### src/rtl/proctypes.sv
// Shared primitive types for the triangle processing pipeline.
package proctypes;

  // One screen-space triangle as handed from the fetch stage to the rasterizers.
  typedef struct packed {
    logic [15:0] id;
    logic [31:0] v0;
    logic [31:0] v1;
    logic [31:0] v2;
  } Triangle;

endpackage

### src/rtl/triangle_dispatcher.sv
// Triangle dispatcher: buffers fetched triangles in a small FIFO and hands
// them round-robin to a set of rasterizer units, tracking frame completion.
//
// state  | meaning
// -------+-----------------------------------------------------------------
// IDLE   | out of reset, no frame active; nothing is popped
// RUN    | frame active, upstream still fetching; dispatch as units allow
// DRAIN  | upstream finished; wait out in-flight fetches, FIFO and units
// DONE   | frame fully dispatched and every unit idle; frame_done held high
module triangle_dispatcher
  import proctypes::*;
#(
  parameter int unsigned NUM_UNITS  = 4,
  parameter int unsigned FIFO_DEPTH = 8,
  parameter int unsigned SKID       = 2
) (
  input  logic                 clk,
  input  logic                 rst_n,
  input  logic                 frame_start,
  input  logic                 upstream_busy,
  input  logic                 in_valid,
  input  Triangle              in_triangle,
  output logic                 in_ready,
  input  logic [NUM_UNITS-1:0] unit_ready,
  input  logic [NUM_UNITS-1:0] unit_busy,
  output logic [NUM_UNITS-1:0] unit_valid,
  output Triangle              unit_triangle,
  output logic                 frame_done,
  output logic [15:0]          dispatched_count,
  output logic                 overflow
);

  localparam int unsigned    AW         = $clog2(FIFO_DEPTH);
  localparam int unsigned    GW         = (NUM_UNITS > 1) ? $clog2(NUM_UNITS) : 1;
  localparam logic [AW:0]    DEPTH_C    = (AW+1)'(FIFO_DEPTH);
  localparam logic [GW-1:0]  LAST_UNIT  = GW'(NUM_UNITS - 1);
  // Covers the two-cycle fetch latency plus the push landing in the FIFO.
  localparam logic [1:0]     DRAIN_LOAD = 2'd2;

  typedef enum logic [1:0] {
    S_IDLE  = 2'd0,
    S_RUN   = 2'd1,
    S_DRAIN = 2'd2,
    S_DONE  = 2'd3
  } state_e;

  state_e               state_q, state_d;
  logic [1:0]           drain_cnt_q, drain_cnt_d;
  logic                 frame_done_q, frame_done_d;

  Triangle              mem_q [FIFO_DEPTH];
  logic [AW-1:0]        rd_ptr_q, rd_ptr_d;
  logic [AW-1:0]        wr_ptr_q, wr_ptr_d;
  logic [AW:0]          count_q, count_d;

  logic [GW-1:0]        last_grant_q, last_grant_d;
  logic [NUM_UNITS-1:0] unit_valid_q, unit_valid_d;
  Triangle              unit_tri_q, unit_tri_d;
  logic [15:0]          disp_cnt_q, disp_cnt_d;
  logic                 overflow_q, overflow_d;

  logic                 fifo_empty, fifo_full;
  logic                 pop_en, push_en, drop_en;
  logic                 frame_active;

  logic                 grant_found;
  logic [GW-1:0]        grant_idx;
  logic [NUM_UNITS-1:0] grant_oh;
  int unsigned          cand;
  logic [GW-1:0]        cand_idx;

  assign fifo_empty   = (count_q == '0);
  assign fifo_full    = (count_q == DEPTH_C);
  assign frame_active = (state_q == S_RUN) || (state_q == S_DRAIN);

  // A frame_start cycle neither pops nor pushes: the FIFO is being flushed.
  assign pop_en  = frame_active && !frame_start && !fifo_empty && (|unit_ready);
  assign push_en = in_valid && !frame_start && (!fifo_full || pop_en);
  assign drop_en = in_valid && !frame_start && fifo_full && !pop_en;

  // Headroom for fetches already in flight when in_ready is sampled upstream.
  assign in_ready = ((32'(count_q) + SKID) < FIFO_DEPTH);

  assign unit_valid       = unit_valid_q;
  assign unit_triangle    = unit_tri_q;
  assign frame_done       = frame_done_q;
  assign dispatched_count = disp_cnt_q;
  assign overflow         = overflow_q;

  // Round-robin search for the first ready unit after the last one granted.
  always_comb begin
    grant_found = 1'b0;
    grant_idx   = last_grant_q;
    cand        = 0;
    cand_idx    = '0;
    for (int unsigned k = 1; k <= NUM_UNITS; k++) begin
      cand     = (32'(last_grant_q) + k) % NUM_UNITS;
      cand_idx = GW'(cand);
      if (!grant_found && unit_ready[cand_idx]) begin
        grant_found = 1'b1;
        grant_idx   = cand_idx;
      end
    end
    grant_oh            = '0;
    grant_oh[grant_idx] = 1'b1;
  end

  // FIFO bookkeeping, dispatch register, counters and sticky overflow.
  always_comb begin
    rd_ptr_d     = rd_ptr_q;
    wr_ptr_d     = wr_ptr_q;
    count_d      = count_q;
    last_grant_d = last_grant_q;
    unit_valid_d = '0;
    unit_tri_d   = unit_tri_q;
    disp_cnt_d   = disp_cnt_q;
    overflow_d   = overflow_q;
    if (frame_start) begin
      rd_ptr_d     = '0;
      wr_ptr_d     = '0;
      count_d      = '0;
      last_grant_d = LAST_UNIT;
      disp_cnt_d   = '0;
      overflow_d   = 1'b0;
    end else begin
      if (pop_en) begin
        rd_ptr_d     = rd_ptr_q + 1'b1;
        unit_valid_d = grant_oh;
        unit_tri_d   = mem_q[rd_ptr_q];
        last_grant_d = grant_idx;
        if (disp_cnt_q != 16'hFFFF) begin
          disp_cnt_d = disp_cnt_q + 16'd1;
        end
      end
      if (push_en) begin
        wr_ptr_d = wr_ptr_q + 1'b1;
      end
      if (push_en && !pop_en) begin
        count_d = count_q + 1'b1;
      end else if (pop_en && !push_en) begin
        count_d = count_q - 1'b1;
      end
      if (drop_en) begin
        overflow_d = 1'b1;
      end
    end
  end

  // Frame sequencing: next state, drain timer and the sticky done flag.
  always_comb begin
    state_d      = state_q;
    drain_cnt_d  = drain_cnt_q;
    frame_done_d = frame_done_q;
    unique case (state_q)
      S_IDLE: begin
        state_d = S_IDLE;
      end
      S_RUN: begin
        if (!upstream_busy) begin
          state_d     = S_DRAIN;
          drain_cnt_d = DRAIN_LOAD;
        end
      end
      S_DRAIN: begin
        if (upstream_busy) begin
          state_d = S_RUN;
        end else if (drain_cnt_q != 2'd0) begin
          drain_cnt_d = drain_cnt_q - 2'd1;
        end else if (fifo_empty && (unit_valid_q == '0) && (unit_busy == '0)) begin
          state_d      = S_DONE;
          frame_done_d = 1'b1;
        end
      end
      S_DONE: begin
        frame_done_d = 1'b1;
      end
      default: begin
        state_d = S_IDLE;
      end
    endcase
    if (frame_start) begin
      state_d      = S_RUN;
      drain_cnt_d  = 2'd0;
      frame_done_d = 1'b0;
    end
  end

  // Triangle storage; contents are don't-care until written, so no reset.
  always_ff @(posedge clk) begin
    if (push_en) begin
      mem_q[wr_ptr_q] <= in_triangle;
    end
  end

  // Control and output registers.
  always_ff @(posedge clk or negedge rst_n) begin
    if (!rst_n) begin
      state_q      <= S_IDLE;
      drain_cnt_q  <= 2'd0;
      frame_done_q <= 1'b0;
      rd_ptr_q     <= '0;
      wr_ptr_q     <= '0;
      count_q      <= '0;
      last_grant_q <= LAST_UNIT;
      unit_valid_q <= '0;
      unit_tri_q   <= '0;
      disp_cnt_q   <= '0;
      overflow_q   <= 1'b0;
    end else begin
      state_q      <= state_d;
      drain_cnt_q  <= drain_cnt_d;
      frame_done_q <= frame_done_d;
      rd_ptr_q     <= rd_ptr_d;
      wr_ptr_q     <= wr_ptr_d;
      count_q      <= count_d;
      last_grant_q <= last_grant_d;
      unit_valid_q <= unit_valid_d;
      unit_tri_q   <= unit_tri_d;
      disp_cnt_q   <= disp_cnt_d;
      overflow_q   <= overflow_d;
    end
  end

endmodule

### config.mk
export PLATFORM = sky130hd
export DESIGN_NAME = triangle_dispatcher
export DESIGN_NICKNAME = d
export VERILOG_FILES = /design/src/rtl/proctypes.sv /design/src/rtl/triangle_dispatcher.sv
export SDC_FILE = /design/constraint.sdc
export NUM_CORES = 1
export LEC_CHECK = 0
export BUFFER_PORTS_ARGS = -buffer_cell sky130_fd_sc_hd__buf_2
export CAP_MARGIN = 20
export CORE_MARGIN = 2
export CORE_UTILIZATION = 35
export CTS_CLUSTER_DIAMETER = 80
export CTS_CLUSTER_SIZE = 12
export DETAILED_ROUTE_END_ITERATION = 8
export PLACE_DENSITY_LB_ADDON = 0.2
export SLEW_MARGIN = 30
export SYNTH_ARGS = -nofsm -noshare
export SYNTH_HDL_FRONTEND = slang
export SYNTH_SLANG_ARGS = --single-unit
export TNS_END_PERCENT = 5
### constraint.sdc
create_clock -name clk -period 11.3 [get_ports clk]
set_input_delay 1.695 -clock clk [delete_from_list [all_inputs] [get_ports clk]]
set_output_delay 1.695 -clock clk [all_outputs]
set_load 0.01 [all_outputs]
**After elaboration in Yosys (flattened, before gate mapping)**

Memory sizes are Yosys's and may differ from the RTL's. A register that Yosys moved wholly into a read port is not among the register bits.
Index checks and enable logic that the tools add are counted.

- Bits in registers: 38
- Latch bits: 0
- Bits in writable memories: 896
- Memory bits (read-only): 0
- Input port bits: 125
- Output and inout port bits: 135
- Memories kept: 1

Memories:

| name | depth | bits a word | rd ports | clocked after Yosys merged registers in | wr ports | line | RTL |
|---|---|---|---|---|---|---|---|
| mem_q | 8 | 112 | 1 | 1 | 1 | triangle_dispatcher.sv:51 | `Triangle mem_q [FIFO_DEPTH];` |

- Add/sub/neg operators: 11
- Multiply operators: 0
- Divide/modulo/power cells: 0
- Magnitude comparators: 7
- Eq/ne operators: 12
- Shifts and indexed selects: 0
- Multiplexer cells: 50
- Bitwise gates (word level): 1
- Reductions and logical operators: 45

Operators by type and width:

| cell | number |
|---|---|
| 16-bit 2-to-1 mux | 3 |
| 2-bit 2-to-1 mux | 14 |
| 4-bit 2-to-1 mux | 5 |
| 16-bit by 1-bit adder with 16-bit output (second input constant) | 1 |
| 1-bit 2-to-1 mux | 16 |
| 16-bit inequality test (second input constant) | 1 |
| 1-bit logical AND | 15 |
| 2-bit by 3-bit < comparator with 1-bit output (second input constant) | 5 |
| 4-bit logical NOT | 3 |
| 3-bit 2-to-1 mux | 4 |
| 4-bit AND reduction | 3 |
| 2-bit nonzero test | 5 |
| 1-bit logical NOT | 9 |
| 3-bit inequality test (second input constant) | 3 |
| 3-bit nonzero test | 3 |
| 1-bit binary-select mux with 2-bit select | 4 |
| 3-bit by 1-bit adder with 3-bit output (second input constant) | 2 |
| 3-bit by 2-bit inequality test with 1-bit output (second input constant) | 2 |
| 2-bit one-hot mux with 3 select lines | 1 |
| 4-bit by 2-bit adder with 5-bit output (second input constant) | 1 |
| 5-bit by 4-bit < comparator with 1-bit output (second input constant) | 1 |
| 2-bit by 1-bit adder with 2-bit output (second input constant) | 2 |
| 2-bit adder (second input constant) | 2 |
| 4-bit by 1-bit adder with 4-bit output (second input constant) | 1 |
| other kinds (17) | 20 |

**Longest topological paths before layout**

Gate-level depths: netlist of the first run.

- Depth after elaboration: 19
- Depth in mapped cells: 15
- Gate-level depth less buffers: 12

**Worst setup path before layout of the first run**

No wires, ideal clock.

- Path kind: input to register
- Start point: input frame_start
- End point: memory mem_q[0][0] in the netlist's numbering, enable pin
- Library setup time: 720 ps
- Arrival: 9869 ps
- Data required time: 10580 ps
- Setup slack: 711 ps
- Cell stages on the path: 5
- Buffers on the path: 0
- Cell sequence: nand2b_4 -> nor2_1 -> o21a_1 -> nand2b_1 -> nor3_1

- Cells in the longest elaborated chain, start to end: 8
- Elaborated cells on any way between the ends: 9
- Classes of those cells: 2 x mux; 7 x reduce/logical

Ends and longest elaborated chain:

| what | line | RTL |
|---|---|---|
| start, declared | triangle_dispatcher.sv:19 | `input logic frame_start,` |
| 1-bit logical NOT (*) | triangle_dispatcher.sv:77, triangle_dispatcher.sv:78 |  |
| 1-bit logical AND (3 in series) | triangle_dispatcher.sv:77 | `assign pop_en = frame_active && !frame_start && !fifo_empty && (\|unit_ready);` |
| 1-bit logical OR | triangle_dispatcher.sv:78 | `assign push_en = in_valid && !frame_start && (!fifo_full \|\| pop_en);` |
| 1-bit logical AND (*) | triangle_dispatcher.sv:78 |  |
| 1-bit 2-to-1 mux (*) | triangle_dispatcher.sv:190 | `if (push_en) begin` |
| 1-bit 2-to-1 mux (implied by the code) (*) | triangle_dispatcher.sv:191 | `mem_q[wr_ptr_q] <= in_triangle;` |
| end, declared | triangle_dispatcher.sv:51 |  |

Every way passes the cells marked *; elsewhere a longest branch is shown, timed or not.

**Final worst setup path of the first run**

- Start point: input frame_start
- End point: memory mem_q[3][2] in the netlist's numbering, enable pin

The elaborated chain is that of the path after synthesis.

==> results.md, run 1 <==
- Clk network pwr share: 31.2%
- Slowest cell on the critical path: nor2_4
- Critical R2R Launch: state_q[0]
- Avg Cell Area, Syn: 20.8 sq um
- Initial antenna violation count: 31
- Standard-cell rows: 123
- R2R depth: 10
- Unrepaired setup endpoints after global routing: no
- Worst Path Max Fanout: 40
- Outcome: finished, final reports clean
- # clock sinks: 1046
- WP depth: 9
- GR Overflow Total: 0
- Pin count of the biggest net entering global routing: 113
- Maximum VDD drop: 123 uV
- Routed via count: 18.9k
- Layout Nets: 2338
- Hold Crit Class: reg2reg
- Psw: 2.68 mW
- Startpoint types: input pin
- Crit-path leading delay family: buffers and inverters
- Synth Flop Type: edfxtp_1
- Number of remaining DRC errors: 0
- Req. time, crit path: 11.58 ns
- Via/cell ratio: 4.98
- Mapped cell area: 39500 sq um
- TritonCTS clock tree: done
- CP peak stage delay: 0.77 ns
- Setup Fix Bufs, Post-CTS: 0
- CTS Buffer Depth: 3
- Post-synth net total: 2037
- FF-to-FF End: mem_q[3][2]
- CTS Root Cell: clkbuf_16
- P_leak: 14.9 nW
- Iteration-0 DRC Markers: 1271
- Die area: 116000 sq um
- Die Span Y: 340 um
- Total iterations of the first detailed-routing run: 5
- Number of flops mapped to enable cells by yosys: 896
- Most frequent CP cell: buf_4
- Worst-path clk slew: 0.05 ns
- R2R Setup Slk: 7.10 ns
- CP endpoint kind: flip-flop
- Routed Antenna Nets: 0
- Initial Util: 35.2%
- Worst hold path cell count: 2
- Setup TNS: 0 ns
- Final instance area: 45700 sq um
- Setup crit end: mem_q[3][2]
- Period utilization: 43.7%
- Comb pwr share: 20.4%
- Number of buffers added on ports: 259
- CTS Buf Count: 99
- Yosys reg bits: 1046
- First-pass GRT wire length: 133000 um
- Yosys cell types: 59
- Critical path type: in2reg
- Vias in the first global route: 19.9k
- Post-DP HPWL: 50000 um
- Area delta synth->final: 15.6%
- Post-Syn Instances: 1901
- CP Buf/Inv Count: 4
- Total power per unit cell area: 214 nW/um^2
- Worst Tran Pin Value: 0.940 ns
- Slew Limit Fails: 0
- Relative slew slack: 37.3%
- Fraction of registers with async set/reset: 14.3%
- Core Box Area: 112000 sq um
- Chip width: 340 um
- Crit path from: frame_start
- GP Congestion: 0.759
- Clk_skew: 0.0260 ns
- Sw frac: 27.4%
- Hold Violations, Final: 0
- Max Fclk: 202 MHz
- Final Setup Violations: 0
- Max Cap Viol: 0
- Placed Area: 42700 sq um
- Int Pwr: 7.10 mW
- Crit path cell chain: buf_2 > nand2b_4 > nor2_1 > o21a_1 > nand2_1 > nor2_4 > buf_4 > buf_16 > buf_4
- Hold-fix buffers at CTS: 0
- Clock Latency Late Sink: 0.67 ns
- Wire per inst: 23.4 um
- Flop pwr share: 48.3%
- Post-synthesis sequential area ratio: 77.6%
- Global Route Usage Sum: 15.4%
- CTS resizes: 0
- Final WL: 88600 um
- Worst path arrival time: 5.22 ns
- Share of layout cells above drive strength 1: 28.5%
- # IOs: 260
- CTS H-tree depth: 3
- YS warnings: 0
- Min Tclk post-route: 4.94 ns
tightest hold or removal path: stages, from the launching register on:
cell and delay [ns]:
dfrtp_1 0.33, nand2_1 0.04, o21ai_0 0.06
per-layer routing:
metal / global-route usage (%) / share of wire, % / wire length (um)
met1: 21.5 / 45 / 39800
met2: 24.6 / 48 / 42200
met3: 3.21 / 5.5 / 4900
met4: 3.92 / 1.8 / 1580
met5: 0 / 0.17 / 148
worst min-delay path by stage:
stage / slack, ns / from / to
3_3_place_gp: 0.46 / unit_triangle[46] / unit_triangle[46]
4_1_cts: 0.48 / unit_triangle[46] / unit_triangle[46]
6_report: 0.47 / unit_triangle[50] / unit_triangle[50]
2_1_floorplan: 0.51 / unit_triangle[35] / unit_triangle[35]
5_1_grt: 0.49 / unit_triangle[62] / unit_triangle[62]
3_5_place_dp: 0.47 / unit_triangle[46] / unit_triangle[46]
through the flow:
| stage | utilization, % | hold slack, ns | power, mW | worst slack, ns | std cells |
|---|---|---|---|---|---|
| 2_1_floorplan | - | 0.514 | 6.17 | 0.711 | 1901 |
| 3_3_place_gp | 38.0 | 0.457 | 6.83 | 5.35 | 3595 |
| 3_5_place_dp | 38.1 | 0.466 | 6.88 | 5.39 | 3600 |
| 4_1_cts | 40.7 | 0.479 | 9.97 | 6.10 | 3788 |
| 5_1_grt | 40.7 | 0.494 | 10.3 | 6.05 | 3790 |
| 6_report | 40.7 | 0.471 | 9.78 | 6.36 | 3791 |
power by group through the flow:
stage	Combinational [mW]	Sequential [mW]	Clock, mW
2_1_floorplan	1.33	4.84	0
3_3_place_gp	2.02	4.80	0
3_5_place_dp	2.06	4.82	0
4_1_cts	2.06	4.74	3.17
5_1_grt	2.22	4.77	3.31
6_report	2.00	4.73	3.06
flip-flops by register name (all words and copies together) (netlist names), 3 cells and up:
name / count
rd_ptr_q: 3
wr_ptr_q: 3
unit_valid: 4
unit_triangle: 112
count_q: 4
dispatched_count: 16
mem_q: 896
synth_stat cells (9+ instances only):
library cell | n | area, sq um
edfxtp_1 | 896 | 26900
mux4_2 | 224 | 5040
dfrtp_1 | 148 | 3700
nand2_1 | 130 | 488
mux2i_1 | 116 | 1160
o21ai_0 | 109 | 546
buf_2 | 43 | 215
clkbuf_1 | 41 | 154
nor2_1 | 35 | 131
inv_1 | 14 | 52.6
a21oi_1 | 12 | 60.1
nor3_1 | 11 | 55.1
o21ai_1 | 11 | 55.1
ha_1 | 10 | 125
xnor2_1 | 9 | 78.8
kinds of logic (layout without fill, tap and decap cells):
| logic type | after synthesis | after routing | share of synthesized area (%) |
|---|---|---|---|
| flip-flops | 1046 | 1046 | 77.6 |
| other | 0 | 2 | 0 |
| multiplexers | 341 | 341 | 15.7 |
| adder cells (fa/ha/maj) | 11 | 11 | 0.367 |
| AO/OA/AOI/OAI | 157 | 157 | 2.18 |
| XOR/XNOR | 12 | 12 | 0.266 |
| buffers and inverters | 109 | 497 | 1.22 |
| AND/OR/NAND/NOR | 225 | 225 | 2.63 |
area by class of cell:
class	count	area, sq um
fill	9976	66500
sequential	1046	30700
timing repair buffer	295	1740
inverter	14	52.6
antenna	2	5.00
clock inverter	11	101
multi-input combinational	746	8430
clock buffer	177	2790
tap	1500	1880
cells in the final DEF (no fill, tap or decap), types with 4 or more instances in the layout:
| cell | n |
|---|---|
| nand2_1 | 130 |
| o21ai_0 | 109 |
| nand3_1 | 5 |
| buf_6 | 6 |
| nor4_2 | 4 |
| xnor2_1 | 9 |
| buf_2 | 258 |
| dfrtp_1 | 145 |
| inv_1 | 14 |
| nor3_1 | 9 |
| buf_4 | 22 |
| nand3b_1 | 4 |
| mux4_2 | 224 |
| nand2b_1 | 7 |
| o21ai_1 | 11 |
| inv_6 | 6 |
| nor2_1 | 29 |
| buf_12 | 4 |
| clkbuf_1 | 77 |
| nor3_2 | 4 |
| mux2i_1 | 116 |
| clkbuf_16 | 100 |
| ha_1 | 10 |
| a21oi_1 | 12 |
| o31ai_1 | 4 |
| nor2_4 | 6 |
| buf_16 | 5 |
| edfxtp_1 | 896 |
No activity file was read; power rests on OpenSTA's default activity.
==> run 2: changes to the inputs <==
==> constraint.sdc (replaced) <==
create_clock -name clk -period 4.5 [get_ports clk]
set_input_delay 0.675 -clock clk [delete_from_list [all_inputs] [get_ports clk]]
set_output_delay 0.675 -clock clk [all_outputs]
set_load 0.01 [all_outputs]
==> results.md, run 2 (synthesized netlist as in run 1, its figures left out) <==
- Comb pwr share: 21.1% (was 20.4%)
- Die Span Y: 340 um (unchanged)
- Worst-path clk slew: 0.06 ns (was 0.05 ns)
- Period utilization: 65.9%
- GR Overflow Total: 0 (unchanged)
- Final WL: 88600 um (about the same)
- GP Congestion: 0.760 (was 0.759)
- Routed Antenna Nets: 0 (unchanged)
- Hold-fix buffers at CTS: 0 (unchanged)
- Critical path type: reg2reg (was in2reg)
- Standard-cell rows: 123 (unchanged)
- Worst Tran Pin Value: 0.966 ns (was 0.940 ns)
- Min Tclk post-route: 2.97 ns
- Setup TNS: 0 ns (unchanged)
- TritonCTS clock tree: done (unchanged)
- CTS Buffer Depth: 3 (unchanged)
- Outcome: finished, final reports clean (unchanged)
- Startpoint types: flip-flop (was input pin)
- CTS resizes: 0 (unchanged)
- Chip width: 340 um (unchanged)
- Via/cell ratio: 4.95 (was 4.98)
- First-pass GRT wire length: 134000 um (was 133000 um)
- Hold Crit Class: in2async (was reg2reg)
- Clk network pwr share: 31.6% (was 31.2%)
- Relative slew slack: 35.6% (was 37.3%)
- Pin count of the biggest net entering global routing: 181 (was 113)
- # clock sinks: 1046 (unchanged)
- Commonest non-fill, non-tap cell in the layout: edfxtp_1 (unchanged)
- Final instance area: 46100 sq um (was 45700 sq um)
- CTS Buf Count: 99 (unchanged)
- Psw: 6.79 mW (was 2.68 mW)
- Max Cap Viol: 0 (unchanged)
- Critical R2R Launch: state_q[0] (unchanged)
- Initial antenna violation count: 23 (was 31)
- Clk_skew: 0.0178 ns (was 0.0260 ns)
- Fillcell total: 9920 (was 9976)
- Die area: 116000 sq um (unchanged)
- Req. time, crit path: 4.82 ns (was 11.58 ns)
- Area delta synth->final: 16.7% (was 15.6%)
- Clock Latency Late Sink: 0.66 ns (was 0.67 ns)
- Max reg flops: 896 (unchanged)
- Unrepaired setup endpoints after global routing: no (unchanged)
- Layout Nets: 2357 (was 2338)
- Iteration-0 DRC Markers: 1299 (was 1271)
- CTS H-tree depth: 3 (unchanged)
- Crit path from: state_q[0] (was frame_start)
- Total iterations of the first detailed-routing run: 5 (unchanged)
- Largest register by flop count: mem_q (unchanged)
- Hold Violations, Final: 0 (unchanged)
- Int Pwr: 18.2 mW (was 7.10 mW)
- Core Box Area: 112000 sq um (unchanged)
- Initial Util: 35.2% (unchanged)
- Overall power: 25.0 mW (was 9.78 mW)
- Setup Fix Bufs, Post-CTS: 0 (unchanged)
- Number of remaining DRC errors: 0 (unchanged)
- CP endpoint kind: flip-flop (unchanged)
- Placed Area: 43100 sq um (was 42700 sq um)
- CTS Root Cell: clkbuf_16 (unchanged)
- Flop pwr share: 47.3% (was 48.3%)
- Post-DP HPWL: 48500 um (was 50000 um)
- Global Route Usage Sum: 15.5% (was 15.4%)
- Worst Path Max Fanout: 43 (was 40)
- Total power per unit cell area: 541 nW/um^2 (was 214 nW/um^2)
- # IOs: 260 (unchanged)
- Maximum VDD drop: 292 uV (was 123 uV)
- Worst path arrival time: 3.29 ns (was 5.22 ns)
- Most frequent cells in the layout: 896 x edfxtp_1, 258 x buf_2, 224 x mux4_2, 145 x dfrtp_1, 130 x nand2_1 (unchanged)
- P_leak: 15.1 nW (was 14.9 nW)
- Vias in the first global route: 20.3k (was 19.9k)
- Slew Limit Fails: 0 (unchanged)
- Share of layout cells above drive strength 1: 29.3% (was 28.5%)
- Number of buffers added on ports: 259 (unchanged)
- Max Fclk: 337 MHz
- Wire per inst: 23.3 um (was 23.4 um)
- Routed via count: 18.9k (about the same)
- Sw frac: 27.2% (was 27.4%)
- Final Setup Violations: 0 (unchanged)
-- run 2: path summary, 6_finish.rpt --
kind                                          end  slack [ns]  cells after the start
worst max-delay path                 mem_q[5][46]        1.53                      8
worst min-delay path            unit_triangle[51]        0.09                      1
worst max register to register       mem_q[5][46]        1.53                      8
worst min register to register  unit_triangle[69]        0.47                      2
max in group asynchronous       unit_triangle[99]        3.43                      2
min in group clk                    mem_q[0][105]        0.27                      1
-- run 2: per-layer routing --
| metal | vias up | global-route usage [%] | wire length, um |
|---|---|---|---|
| met1 | 9954 | 20.6 | 38600 |
| met4 | 32 | 4.34 | 1780 |
| met5 | - | 0 | 187 |
| li1 | 8338 | - | - |
| met2 | 387 | 25.5 | 43100 |
| met3 | 140 | 3.45 | 4840 |
-- run 2: worst max-delay path, stage by stage, from the launching register on --
cell      delay, ns
dfrtp_1        0.39
inv_1          0.08
ha_1           0.32
nand2b_4       0.08
nor2_1         0.14
o21a_1         0.25
nand2_1        0.28
nor2_4         0.65
buf_12         0.40
-- run 2: cell type report --
type	count	area (sq um)	share of cell area, %
Antenna cell	3	7.51	0.0163
Timing Repair Buffer	314	2100	4.55
Sequential cell	1046	30700	66.5
Inverter	14	52.6	0.114
Clock buffer	172	2840	6.15
Multi-Input combinational cell	746	8440	18.3
Tap cell	1500	1880	4.07
Clock inverter	10	141	0.307
-- run 2: metrics by stage --
step           setup WS [ns]  hold slack (ns)  utilization, %  cells
2_1_floorplan          -1.66            0.379               -   1901
3_3_place_gp            1.07            0.457            38.4   3618
3_5_place_dp            1.08            0.465            38.5   3620
4_1_cts                 1.46           0.0487            41.1   3802
5_1_grt                 1.29           0.0987            41.1   3802
6_report                1.53           0.0851            41.1   3805
-- run 2: power groups by stage --
stage	Clock, mW	Sequential [mW]	Combinational [mW]
6_report	7.88	11.8	5.28
3_3_place_gp	0	12.1	5.22
3_5_place_dp	0	12.0	5.45
5_1_grt	8.53	11.9	5.87
2_1_floorplan	0	12.1	3.34
4_1_cts	8.16	11.8	5.45
==> run 3: changes to the inputs <==
==> constraint.sdc (replaced) <==
create_clock -name clk -period 3 [get_ports clk]
set_input_delay 0.45 -clock clk [delete_from_list [all_inputs] [get_ports clk]]
set_output_delay 0.45 -clock clk [all_outputs]
set_load 0.01 [all_outputs]
==> results.md, run 3 (synthesized netlist as in run 1, its figures left out) <==
- Outcome: finished, final reports clean (unchanged)
- Iteration-0 DRC Markers: 1171 (was 1299)
- CTS Buf Count: 99 (unchanged)
- Relative slew slack: 41.5% (was 35.6%)
- P_leak: 15.6 nW (was 15.1 nW)
- Unrepaired setup endpoints after global routing: no (unchanged)
- # IOs: 260 (unchanged)
- CTS Buffer Depth: 3 (unchanged)
- Total iterations of the first detailed-routing run: 4 (was 5)
- TritonCTS clock tree: done (unchanged)
- Initial antenna violation count: 9 (was 23)
- Min Tclk post-route: 2.83 ns (was 2.97 ns)
- FF-to-FF End: count_q[3] (was mem_q[5][46])
- Final instance area: 47200 sq um (was 46100 sq um)
- Chip width: 340 um (unchanged)
- Routed via count: 19.3k (was 18.9k)
- Overall power: 37.3 mW (was 25.0 mW)
- Post-route insts no fill: 3908 (was 3805)
- Worst hold start: in_triangle[19]
- Final WL: 89900 um (was 88600 um)
- Core Box Area: 112000 sq um (unchanged)
- Share of layout cells above drive strength 1: 28.3% (was 29.3%)
- Clock Latency Late Sink: 0.69 ns (was 0.66 ns)
- Worst hold path cell count: 1
- R2R depth: 12 (was 8)
- Global Route Usage Sum: 15.6% (was 15.5%)
- Maximum VDD drop: 458 uV (was 292 uV)
- Psw: 10.2 mW (was 6.79 mW)
- Layout Nets: 2462 (was 2357)
- CTS H-tree depth: 3 (unchanged)
- Sw frac: 27.4% (was 27.2%)
- Setup TNS: 0 ns (unchanged)
- Slew Limit Fails: 0 (unchanged)
- GR Overflow Total: 0 (unchanged)
- Post-DP HPWL: 47300 um (was 48500 um)
- Number of buffers added on ports: 259 (unchanged)
- Die area: 116000 sq um (unchanged)
- # clock sinks: 1046 (unchanged)
- Via/cell ratio: 4.93 (was 4.95)
- Hold path endpoint: mem_q[0][19]
- Worst Path Max Fanout: 5 (was 43)
- Most frequent cells in the layout: 896 x edfxtp_1, 258 x buf_2, 224 x mux4_2, 145 x dfrtp_1, 129 x nand2_1 (was 896 x edfxtp_1, 258 x buf_2, 224 x mux4_2, 145 x dfrtp_1, 130 x nand2_1)
- Final Util: 42.1% (was 41.1%)
- Initial Util: 35.2% (unchanged)
- Dpl cells: 3621 (was 3620)
- Worst Tran Pin Value: 0.877 ns (was 0.966 ns)
- Critical R2R Launch: state_q[0] (unchanged)
- Area delta synth->final: 19.5% (was 16.7%)
- Worst-path clk slew: 0.06 ns (about the same)
- Routed Antenna Nets: 0 (unchanged)
- Clk network pwr share: 31.2% (was 31.6%)
- Pin count of the biggest net entering global routing: 131 (was 181)
- GP Congestion: 0.765 (was 0.760)
- First-pass GRT wire length: 135000 um (was 134000 um)
- Hold Crit Class: in2reg (was in2async)
- Comb pwr share: 21.4% (was 21.1%)
- Commonest non-fill, non-tap cell in the layout: edfxtp_1 (unchanged)
- Max Fclk: 353 MHz (was 337 MHz)
- Int Pwr: 27.1 mW (was 18.2 mW)
- CTS Root Cell: clkbuf_16 (unchanged)
- Clk_skew: 0.0186 ns (was 0.0178 ns)
- Hold Violations, Final: 0 (unchanged)
- Total power per unit cell area: 790 nW/um^2 (was 541 nW/um^2)
- Startpoint types: flip-flop (unchanged)
- Wire per inst: 23.0 um (was 23.3 um)
- Die Span Y: 340 um (unchanged)
- Flop pwr share: 47.5% (was 47.3%)
- Largest register by flop count: mem_q (unchanged)
- Worst path arrival time: 3.40 ns (was 3.29 ns)
- Max reg flops: 896 (unchanged)
- Period utilization: 94.4% (was 65.9%)
- Number of remaining DRC errors: 0 (unchanged)
- Vias in the first global route: 20.9k (was 20.3k)
- CP endpoint kind: flip-flop (unchanged)
- Critical path type: reg2reg (unchanged)
- Standard-cell rows: 123 (unchanged)
- R2R Setup Slk: 0.17 ns (was 1.53 ns)
- Final Setup Violations: 0 (unchanged)
- Placed Area: 43300 sq um (was 43100 sq um)
- Req. time, crit path: 3.57 ns (was 4.82 ns)
- Max Cap Viol: 0 (unchanged)
## run 3: cell types whose count changed in the layout (fill, tap and decap cells not counted), sizes merged
cell and change:
buf +1, bufinv -2, clkinv +1, diode -2
dlygate4sd3 +104, inv +1
## run 3: worst max-delay path by stage
stage                              to           from  depth (start not counted)  slack [ns]
after floorplan           mem_q[0][0]     state_q[0]                          7       -1.30
after global placement     count_q[3]  unit_ready[1]                         11     -0.0008
after detailed placement   count_q[3]  unit_ready[1]                         11        0.03
after CTS                  count_q[3]     state_q[0]                         12        0.16
after global routing       count_q[3]     state_q[0]                         12        0.02
final                      count_q[3]     state_q[0]                         12        0.17
## run 3: final cells by class
type	instances	area, sq um
antenna	1	2.50
clock buffer	172	2780
clock inverter	10	148
fill	9887	65000
inverter	14	52.6
multi-input combinational	746	8490
sequential	1046	30700
tap	1500	1880
timing repair buffer	419	3210
## run 3: power by group through the flow
stage | Clock [mW] | Combinational [mW] | Sequential [mW]
floorplan | 0 | 5.04 | 18.2
global placement | 0 | 8.02 | 18.0
detailed placement | 0 | 8.13 | 18.0
CTS | 12.0 | 8.25 | 17.8
global route | 12.6 | 8.88 | 17.9
finish | 11.6 | 7.98 | 17.7
## run 3: metal layers
metal  global-route usage (%)  vias up  routed length, um
li1                         -     8545                  -
met1                     20.8    10200              39500
met2                     26.3      393              44400
met3                     3.20      112               4420
met4                     4.02       14               1450
met5                        0        -                 91
## run 3: what timing repair did
| action | 4_1_cts | 5_1_grt |
|---|---|---|
| endpoints found under the hold margin | 831 | 0 |
| gates resized for setup | 0 | 1 |
| setup buffers | 0 | 0 |
| hold buffers | 104 | 0 |
| endpoints found under the setup margin | 0 | 1 |
## run 3: metrics by stage
step	setup WS [ns]	hold slack (ns)
CTS	0.158	0.00133
global placement	-0.000805	0.456
finish	0.169	0.0544
global route	0.0216	0.0325
floorplan	-1.30	0.154
detailed placement	0.0271	0.465
## run 3: critical path, cell delays in order (launching register included)
cell and delay, ns:
dfrtp_1 0.41, inv_2 0.07, ha_4 0.27, nand2b_4 0.06
buf_4 0.15, or3_4 0.41, nand2_1 0.10, ha_1 0.28
a21oi_2 0.16, nand2_1 0.08, and3_1 0.19, or4b_1 0.46
o311ai_1 0.09
